$ cat config.mk
export PLATFORM = sky130hd
export DESIGN_NAME = truth_table_sweeper_flat
export DESIGN_NICKNAME = d
export VERILOG_FILES = /design/src/rtl/truth_table_sweeper_if.sv /design/src/rtl/truth_table_sweeper.sv /design/src/flat_wrapper.sv
export SDC_FILE = /design/constraint.sdc
export NUM_CORES = 1
export LEC_CHECK = 0
export CAP_MARGIN = 20
export CORE_MARGIN = 2
export CORE_UTILIZATION = 51
export CTS_CLUSTER_DIAMETER = 200
export DETAILED_ROUTE_END_ITERATION = 8
export GPL_TIMING_DRIVEN = 0
export PLACE_DENSITY = 0.84
export SYNTH_ARGS = -nofsm -noshare
export SYNTH_HDL_FRONTEND = slang
export SYNTH_SLANG_ARGS = --single-unit
$ cat constraint.sdc
create_clock -name clk -period 3 [get_ports clk]
set_input_delay 0.3 -clock clk [delete_from_list [all_inputs] [get_ports clk]]
set_output_delay 0.3 -clock clk [all_outputs]
set_load 0.02 [all_outputs]
$ cat src/rtl/truth_table_sweeper_if.sv
// Bundle between the sweeper and its environment: the unit under test on one
// side (vec out, f_in back) and the golden table / result indicators on the other.
interface truth_table_sweeper_if #(
  parameter int N_IN = 4
);
  localparam int NV = 1 << N_IN;

  logic            start;
  logic [NV-1:0]   expected;
  logic            f_in;
  logic [N_IN-1:0] vec;
  logic            busy;
  logic            done;
  logic            pass;
  logic [NV-1:0]   captured;
  logic [N_IN:0]   fail_count;
  logic [N_IN-1:0] first_fail;
  logic            fail_seen;

  modport slave (
    input  start, expected, f_in,
    output vec, busy, done, pass, captured, fail_count, first_fail, fail_seen
  );

  modport master (
    output start, expected, f_in,
    input  vec, busy, done, pass, captured, fail_count, first_fail, fail_seen
  );
endinterface

$ cat src/rtl/truth_table_sweeper.sv
// Walks every input vector of an N_IN-input combinational function, samples its
// output after a settle delay and scores it against a latched golden truth table.
module truth_table_sweeper #(
  parameter int N_IN   = 4,
  parameter int SETTLE = 1
) (
  input  logic                  clk,
  input  logic                  rst,
  truth_table_sweeper_if.slave  bus
);
  localparam int NV = 1 << N_IN;
  localparam int CW = $clog2(SETTLE + 1);

  typedef enum logic [1:0] {IDLE, WAIT, SAMPLE, DONE} state_t;

  state_t          state, state_nxt;
  logic [CW-1:0]   settle_cnt;
  logic [NV-1:0]   exp_q;
  logic [N_IN-1:0] vec;
  logic [NV-1:0]   captured;
  logic [N_IN:0]   fail_count;
  logic [N_IN-1:0] first_fail;
  logic            fail_seen;
  logic            launch;
  logic            last_vec;
  logic            mismatch;

  assign last_vec = &vec;
  assign mismatch = bus.f_in != exp_q[vec];

  always_ff @(posedge clk or posedge rst) begin
    if (rst) state <= IDLE;
    else     state <= state_nxt;
  end

  always_comb begin
    state_nxt = state;
    launch    = 1'b0;
    case (state)
      IDLE, DONE: begin
        if (bus.start) begin
          launch    = 1'b1;
          state_nxt = WAIT;
        end
      end
      WAIT:    if (settle_cnt == CW'(1)) state_nxt = SAMPLE;
      SAMPLE:  state_nxt = last_vec ? DONE : WAIT;
      default: state_nxt = IDLE;
    endcase
  end

  // Golden table is latched at launch so the port may change freely mid-sweep.
  always_ff @(posedge clk or posedge rst) begin
    if (rst) begin
      settle_cnt <= '0;
      exp_q      <= '0;
      vec        <= '0;
      captured   <= '0;
      fail_count <= '0;
      first_fail <= '0;
      fail_seen  <= 1'b0;
    end else if (launch) begin
      settle_cnt <= CW'(SETTLE);
      exp_q      <= bus.expected;
      vec        <= '0;
      captured   <= '0;
      fail_count <= '0;
      first_fail <= '0;
      fail_seen  <= 1'b0;
    end else if (state == WAIT) begin
      settle_cnt <= settle_cnt - CW'(1);
    end else if (state == SAMPLE) begin
      captured[vec] <= bus.f_in;
      if (mismatch) begin
        fail_count <= fail_count + (N_IN+1)'(1);
        if (!fail_seen) begin
          first_fail <= vec;
          fail_seen  <= 1'b1;
        end
      end
      if (!last_vec) begin
        vec        <= vec + N_IN'(1);
        settle_cnt <= CW'(SETTLE);
      end
    end
  end

  assign bus.vec        = vec;
  assign bus.busy       = (state == WAIT) || (state == SAMPLE);
  assign bus.done       = (state == DONE);
  assign bus.pass       = (state == DONE) && (fail_count == '0);
  assign bus.captured   = captured;
  assign bus.fail_count = fail_count;
  assign bus.first_fail = first_fail;
  assign bus.fail_seen  = fail_seen;
endmodule

$ cat src/flat_wrapper.sv
// flat-port wrapper written by rule: the top's interface ports become plain ports
module truth_table_sweeper_flat 
#(
  parameter int N_IN   = 4,
  parameter int SETTLE = 1
)
  (clk, rst, bus_start, bus_expected, bus_f_in, bus_vec, bus_busy, bus_done, bus_pass, bus_captured, bus_fail_count, bus_first_fail, bus_fail_seen);
  truth_table_sweeper_if #(.N_IN(N_IN)) bus_i ();
  input  logic clk;
  input  logic rst;
  input wire logic [$bits(bus_i.start)-1:0] bus_start;
  input wire logic [$bits(bus_i.expected)-1:0] bus_expected;
  input wire logic [$bits(bus_i.f_in)-1:0] bus_f_in;
  output wire logic [$bits(bus_i.vec)-1:0] bus_vec;
  output wire logic [$bits(bus_i.busy)-1:0] bus_busy;
  output wire logic [$bits(bus_i.done)-1:0] bus_done;
  output wire logic [$bits(bus_i.pass)-1:0] bus_pass;
  output wire logic [$bits(bus_i.captured)-1:0] bus_captured;
  output wire logic [$bits(bus_i.fail_count)-1:0] bus_fail_count;
  output wire logic [$bits(bus_i.first_fail)-1:0] bus_first_fail;
  output wire logic [$bits(bus_i.fail_seen)-1:0] bus_fail_seen;
  assign bus_i.start = bus_start;
  assign bus_i.expected = bus_expected;
  assign bus_i.f_in = bus_f_in;
  assign bus_vec = bus_i.vec;
  assign bus_busy = bus_i.busy;
  assign bus_done = bus_i.done;
  assign bus_pass = bus_i.pass;
  assign bus_captured = bus_i.captured;
  assign bus_fail_count = bus_i.fail_count;
  assign bus_first_fail = bus_i.first_fail;
  assign bus_fail_seen = bus_i.fail_seen;
  truth_table_sweeper #(.N_IN(N_IN), .SETTLE(SETTLE)) u_core (.clk(clk), .rst(rst), .bus(bus_i));
endmodule
# Word level (Yosys, flattened, before mapping)
# Cells that the tools add are included.
[totals]
ff_bits = 49
wordCells = 74
[op_classes]
addsub = 3
order_cmp = 2
eq_ne = 10
muxes = 35
n_reduce_logical = 16
[ops]
columns = ["operator", "n"]
rows = [
  ["16-bit two-way mux", 3],
  ["4-bit two-way mux", 9],
  ["5-bit two-way mux", 4],
  ["16-bit bitwise mux", 1],
  ["1-bit two-way mux", 12],
  ["4-bit AND reduction", 2],
  ["2-bit two-way mux", 3],
  ["2-bit by 1-bit inequality test with 1-bit output (second input constant)", 3],
  ["2-bit one-hot mux with 3 select lines", 1],
  ["2-bit AND reduction", 3],
  ["3-bit AND reduction", 2],
  ["5-bit by 1-bit adder with 5-bit output (second input constant)", 1],
  ["5-bit logical NOT", 1],
  ["4-bit by 5-bit < comparator with 1-bit output (second input constant)", 1],
  ["4-bit by 1-bit adder with 4-bit output (second input constant)", 1],
  ["1-bit binary-select mux with 4-bit select", 1],
  ["1-bit demux with 4-bit select", 1],
  ["2-bit equality test (second input constant)", 2],
  ["4-bit by 1-bit >= comparator with 1-bit output (second input constant)", 1],
  ["2-bit inequality test (second input constant)", 2],
  ["2-bit nonzero test", 2],
  ["3-bit by 2-bit inequality test with 1-bit output (second input constant)", 1],
  ["3-bit nonzero test", 1],
  ["2-bit by 1-bit equality test with 1-bit output (second input constant)", 1],
  ["6 further kinds", 7],
]

# Depth between registers and ports, before layout
[logic_depth]
word_depth = 8
ltp_mapped = 8

# Worst setup path before layout
# OpenSTA, ideal clock, no wires.
[synth_path]
path_type = "reg2reg"
from = "register u_core.vec[0] (netlist: u_core.bus.vec[0])"
to = "register u_core.first_fail[3] (netlist: u_core.bus.first_fail[3])"
t_arrival_ns = 2.605
required_ns = 2.878
path_slack_ns = 0.274
path_stages_with_launch = 7
n_path_buf = 1
path_cell_list = "dfrtp_1 -> buf_6 -> mux4_1 -> mux4_2 -> xnor2_4 -> or3_2 -> a32o_1"
[synth_via]
elab_chain_cells = 5
[synth_rtl]
columns = ["item", "line", "rtl"]
rows = [
  ["start, declared", "truth_table_sweeper.sv:19", "logic [N_IN-1:0] vec;"],
  ["start signal, assigned", "truth_table_sweeper.sv:82", "vec <= vec + N_IN'(1);"],
  ["1-bit binary-select mux with 4-bit select", "truth_table_sweeper.sv:29", "assign mismatch = bus.f_in != exp_q[vec];"],
  ["1-bit two-way mux (not written as such)", "truth_table_sweeper.sv:29", ""],
  ["1-bit inequality test", "truth_table_sweeper.sv:29", ""],
  ["2-bit nonzero test (no source line)", "n/a", ""],
  ["4-bit AND reduction (no source line)", "n/a", ""],
  ["end signal, assigned", "truth_table_sweeper.sv:77", "first_fail <= vec;"],
  ["end, declared", "truth_table_sweeper.sv:22", "logic [N_IN-1:0] first_fail;"],
]
# Every way passes these cells. The select of a mux whose other input is x is not followed.
# A chain may end at the register's enable or synchronous reset.

# Final worst setup path
[layout_path]
from = "register u_core.vec[0] (netlist: u_core.bus.vec[0])"
to = "register u_core.first_fail[0] (netlist: u_core.bus.first_fail[0])"
[layout_via]
elab_chain_cells = 5
[layout_rtl]
columns = ["item", "line"]
rows = [
  ["1-bit binary-select mux with 4-bit select / 4-bit two-way mux (equally long branches)", "truth_table_sweeper.sv:29, truth_table_sweeper.sv:76"],
  ["1-bit two-way mux (not written as such) / 4-bit two-way mux (equally long branches)", "truth_table_sweeper.sv:29, truth_table_sweeper.sv:74"],
  ["1-bit inequality test / 4-bit two-way mux (equally long branches)", "truth_table_sweeper.sv:29, truth_table_sweeper.sv:72"],
  ["2-bit nonzero test (no source line) / 4-bit two-way mux (equally long branches)", "n/a"],
  ["4-bit AND reduction (no source line) / 4-bit two-way mux (equally long branches)", "n/a"],
]
# Several ways; a longest one is shown, not always the timed one. The select of a mux whose other input is x is not followed.

==> run metrics <==
synth unique cells 37; CTS max path bufs 2; crit path cell chain buf_6 -> mux4_1 -> mux4_2 -> xnor2_4 -> or3_2 -> a32o_1; drt via density 5.455; Rel. slew slack 46.89%; final hold viol count 0; setup TNS 0 ps; worst IR drop on VDD 0.0004835 V; MaxCap Viol Count 0; filler cell count 371; Worst setup SP type flip-flop; placed cells 385; multi-input logic area 1141 µm²; R2R depth 6; final net count 355; met2 Use GR 36.61%; share of layout cells above drive strength 1 6.442%; fmax 0.3607 GHz; Final setup viols 0; Post-synth EDFFs 0; Crit. End Element flip-flop; Initial Util 52.66%; register area 1226 µm²; Final ANT Viol Nets 0; # DRC 0; Die X 73.84 µm; vias in the first global route 2038; WL final 5467 µm; Vias 2144; port buffer count 52; kind of critical path reg -> reg; most common cell after layout, fill and taps aside nand2_1; M1 GR Usage 29.18%; initial antenna violation count 0; I/O pins 53; Crit-path slowest cell mux4_1; Post-CTS Setup Inserts 0; Worst Path Required 3190 ps; clock skew 6.209 ps; Cell Rows 25; routability cong. 0.8049; share of the synthesized area in the top cell type 49.30%; Worst-path clk slew 80 ps; Mapped Avg Cell Area 9.386 µm²; crit-path max FO 10; Detailed Place HPWL 4132 µm; dpl ws 234.4 ps; Routed wire per std cell 13.91 µm; Synth area leaders dfrtp_1 49%, nand2_1 11%, o21ai_0 5.4%, ha_1 5.0%, mux4_1 4.2%; worst hold path class in -> async; DIE AREA 5452 µm²; Final Max Tran Viols 0; PD cells 1049 nW/µm²; RSZ-0062 raised after global routing false; Synth Flop Type dfrtp_1; drt pass-1 iters 4; GR peak layer met2; CTS Sinks 49; ant diodes 0; TritonCTS clock tree done; GRT Residual Overflow 0; register area share after synthesis 49.30%; P&R area growth vs syn 29.17%; GR Layer Usage met3 5.350%; Post-CTS Hold Fix Bufs 0; status finished, final reports clean; cells resized by post-CTS repair 0; leakage 1.449 nW; Skew-Pair Late Insertion Delay 300 ps; most frequent cells in the layout 73 x nand2_1, 52 x clkdlybuf4s50_1, 49 x dfrtp_1; minimum clock period 2773 ps; TritonCTS buffer count 5; non-filler cells in the finished layout 393; Max stage delay on crit path 560 ps; Worst R2R End u_core.bus.first_fail[0]; Tcrit/Tclk final 92.42%; CORE AREA 4723 µm²; Layout Utilization 68.03%; Slew @ Worst Pin 790.6 ps; Vert. Die Dim 73.84 µm; async set-reset flop share out of synthesis 100.0%; Synthesis Warnings 0; Worst Slack Setup Final 227.3 ps; Yosys top cell by area dfrtp_1; CTS H-tree depth 2; gr usage total 22.29%; reg2reg setup slack 230 ps; largest net degree at the start of global routing 28; worst path arrival time 2960 ps; cell count after synthesis 265; reg2reg start u_core.bus.vec[0]; #FFs+latches synth 49; Cell Area, Synth 2487 µm²; violation count after the first detailed-route iteration 151; post-synth net total 295; CTS Root Buffer Type clkbuf_8; first-pass GRT wire length 9252 µm
state kept, by name, summed over array words and instances, names as in the netlist:
name	count
u_core.bus.vec	4
u_core.bus.captured	16
u_core.bus.first_fail	4
u_core.bus.fail_count	5
u_core.settle_cnt	1
u_core.state	2
u_core.exp_q	16
u_core.bus.fail_seen	1
synthesized netlist by cell type (2+ instances only):
master	number
nand2_1	73
nor2_1	7
nor3_1	5
nand4_1	4
mux4_1	4
a32o_1	6
dfrtp_1	49
buf_4	3
a31oi_1	3
ha_1	10
or4_2	2
nand3_1	16
a21oi_1	11
clkbuf_1	7
o211ai_1	2
nor2b_1	2
o21ai_0	27
inv_1	15
area by class of cell:
class                           count  share of cell area (%)
Buffer                             12                   1.986
Clock buffer                        7                   2.998
Clock inverter                      1                  0.1558
Inverter                           15                   1.752
Multi-Input combinational cell    189                   35.51
Sequential cell                    49                   38.16
Tap cell                           67                   2.609
Timing Repair Buffer               53                   16.82
metal layers:
layer	wire (µm)	share of wire (%)	up-vias
li1	-	-	1041
met1	2436	45	1033
met2	2699	49	65
met3	272	5.0	5
met4	57	1.0	0
met5	0	0	-
worst max-delay path: cells and delay by family (launching register included):
kind | cells | cell delay [ps]
AND/OR/NAND/NOR | 1 | 500
flip-flops | 1 | 420
AO/OA/AOI/OAI | 1 | 280
XOR/XNOR | 1 | 200
multiplexers | 2 | 1100
buffers and inverters | 1 | 160
worst max path at each step:
stage | depth (start not counted) | startpoint | slack, ps | endpoint
3_3_place_gp | 6 | u_core.bus.vec[0] | 240 | u_core.bus.first_fail[3]
5_1_grt | 6 | u_core.bus.vec[0] | 140 | u_core.bus.first_fail[2]
6_report | 6 | u_core.bus.vec[0] | 230 | u_core.bus.first_fail[0]
2_1_floorplan | 6 | u_core.bus.vec[0] | 270 | u_core.bus.first_fail[3]
3_5_place_dp | 6 | u_core.bus.vec[0] | 230 | u_core.bus.first_fail[0]
4_1_cts | 6 | u_core.bus.vec[0] | 220 | u_core.bus.first_fail[0]
cell families (layout without fill, tap and decap cells):
group	after synthesis	count (layout)	share of synthesized area (%)
buffers and inverters	27	88	4.829
muxes	6	6	5.583
adders and majority gates	10	10	5.030
AOI/OAI and AO/OA	57	57	13.88
xor gates and xnor gates	1	1	1.107
and+or+nand+nor	115	115	20.27
DFF	49	49	49.30
report_power, final:
group	leakage [nW]	switching [W]	internal (W)
registers	0.625	0.000230	0.000945
clock network	0.0542	0.000206	0.000208
logic	0.770	0.00100	0.000780
total	1.45	0.00144	0.00193
metrics by stage:
stage               power (W)  hold WS [ps]  cell area, µm²
global route         0.003642         408.7            3213
CTS                  0.003381         352.3            3213
global placement     0.002894         450.1            3092
detailed placement   0.002958         461.9            3112
finish               0.003371         342.9            3213
floorplan            0.002288         405.4            2487
Power figures use the tool's default switching activity.
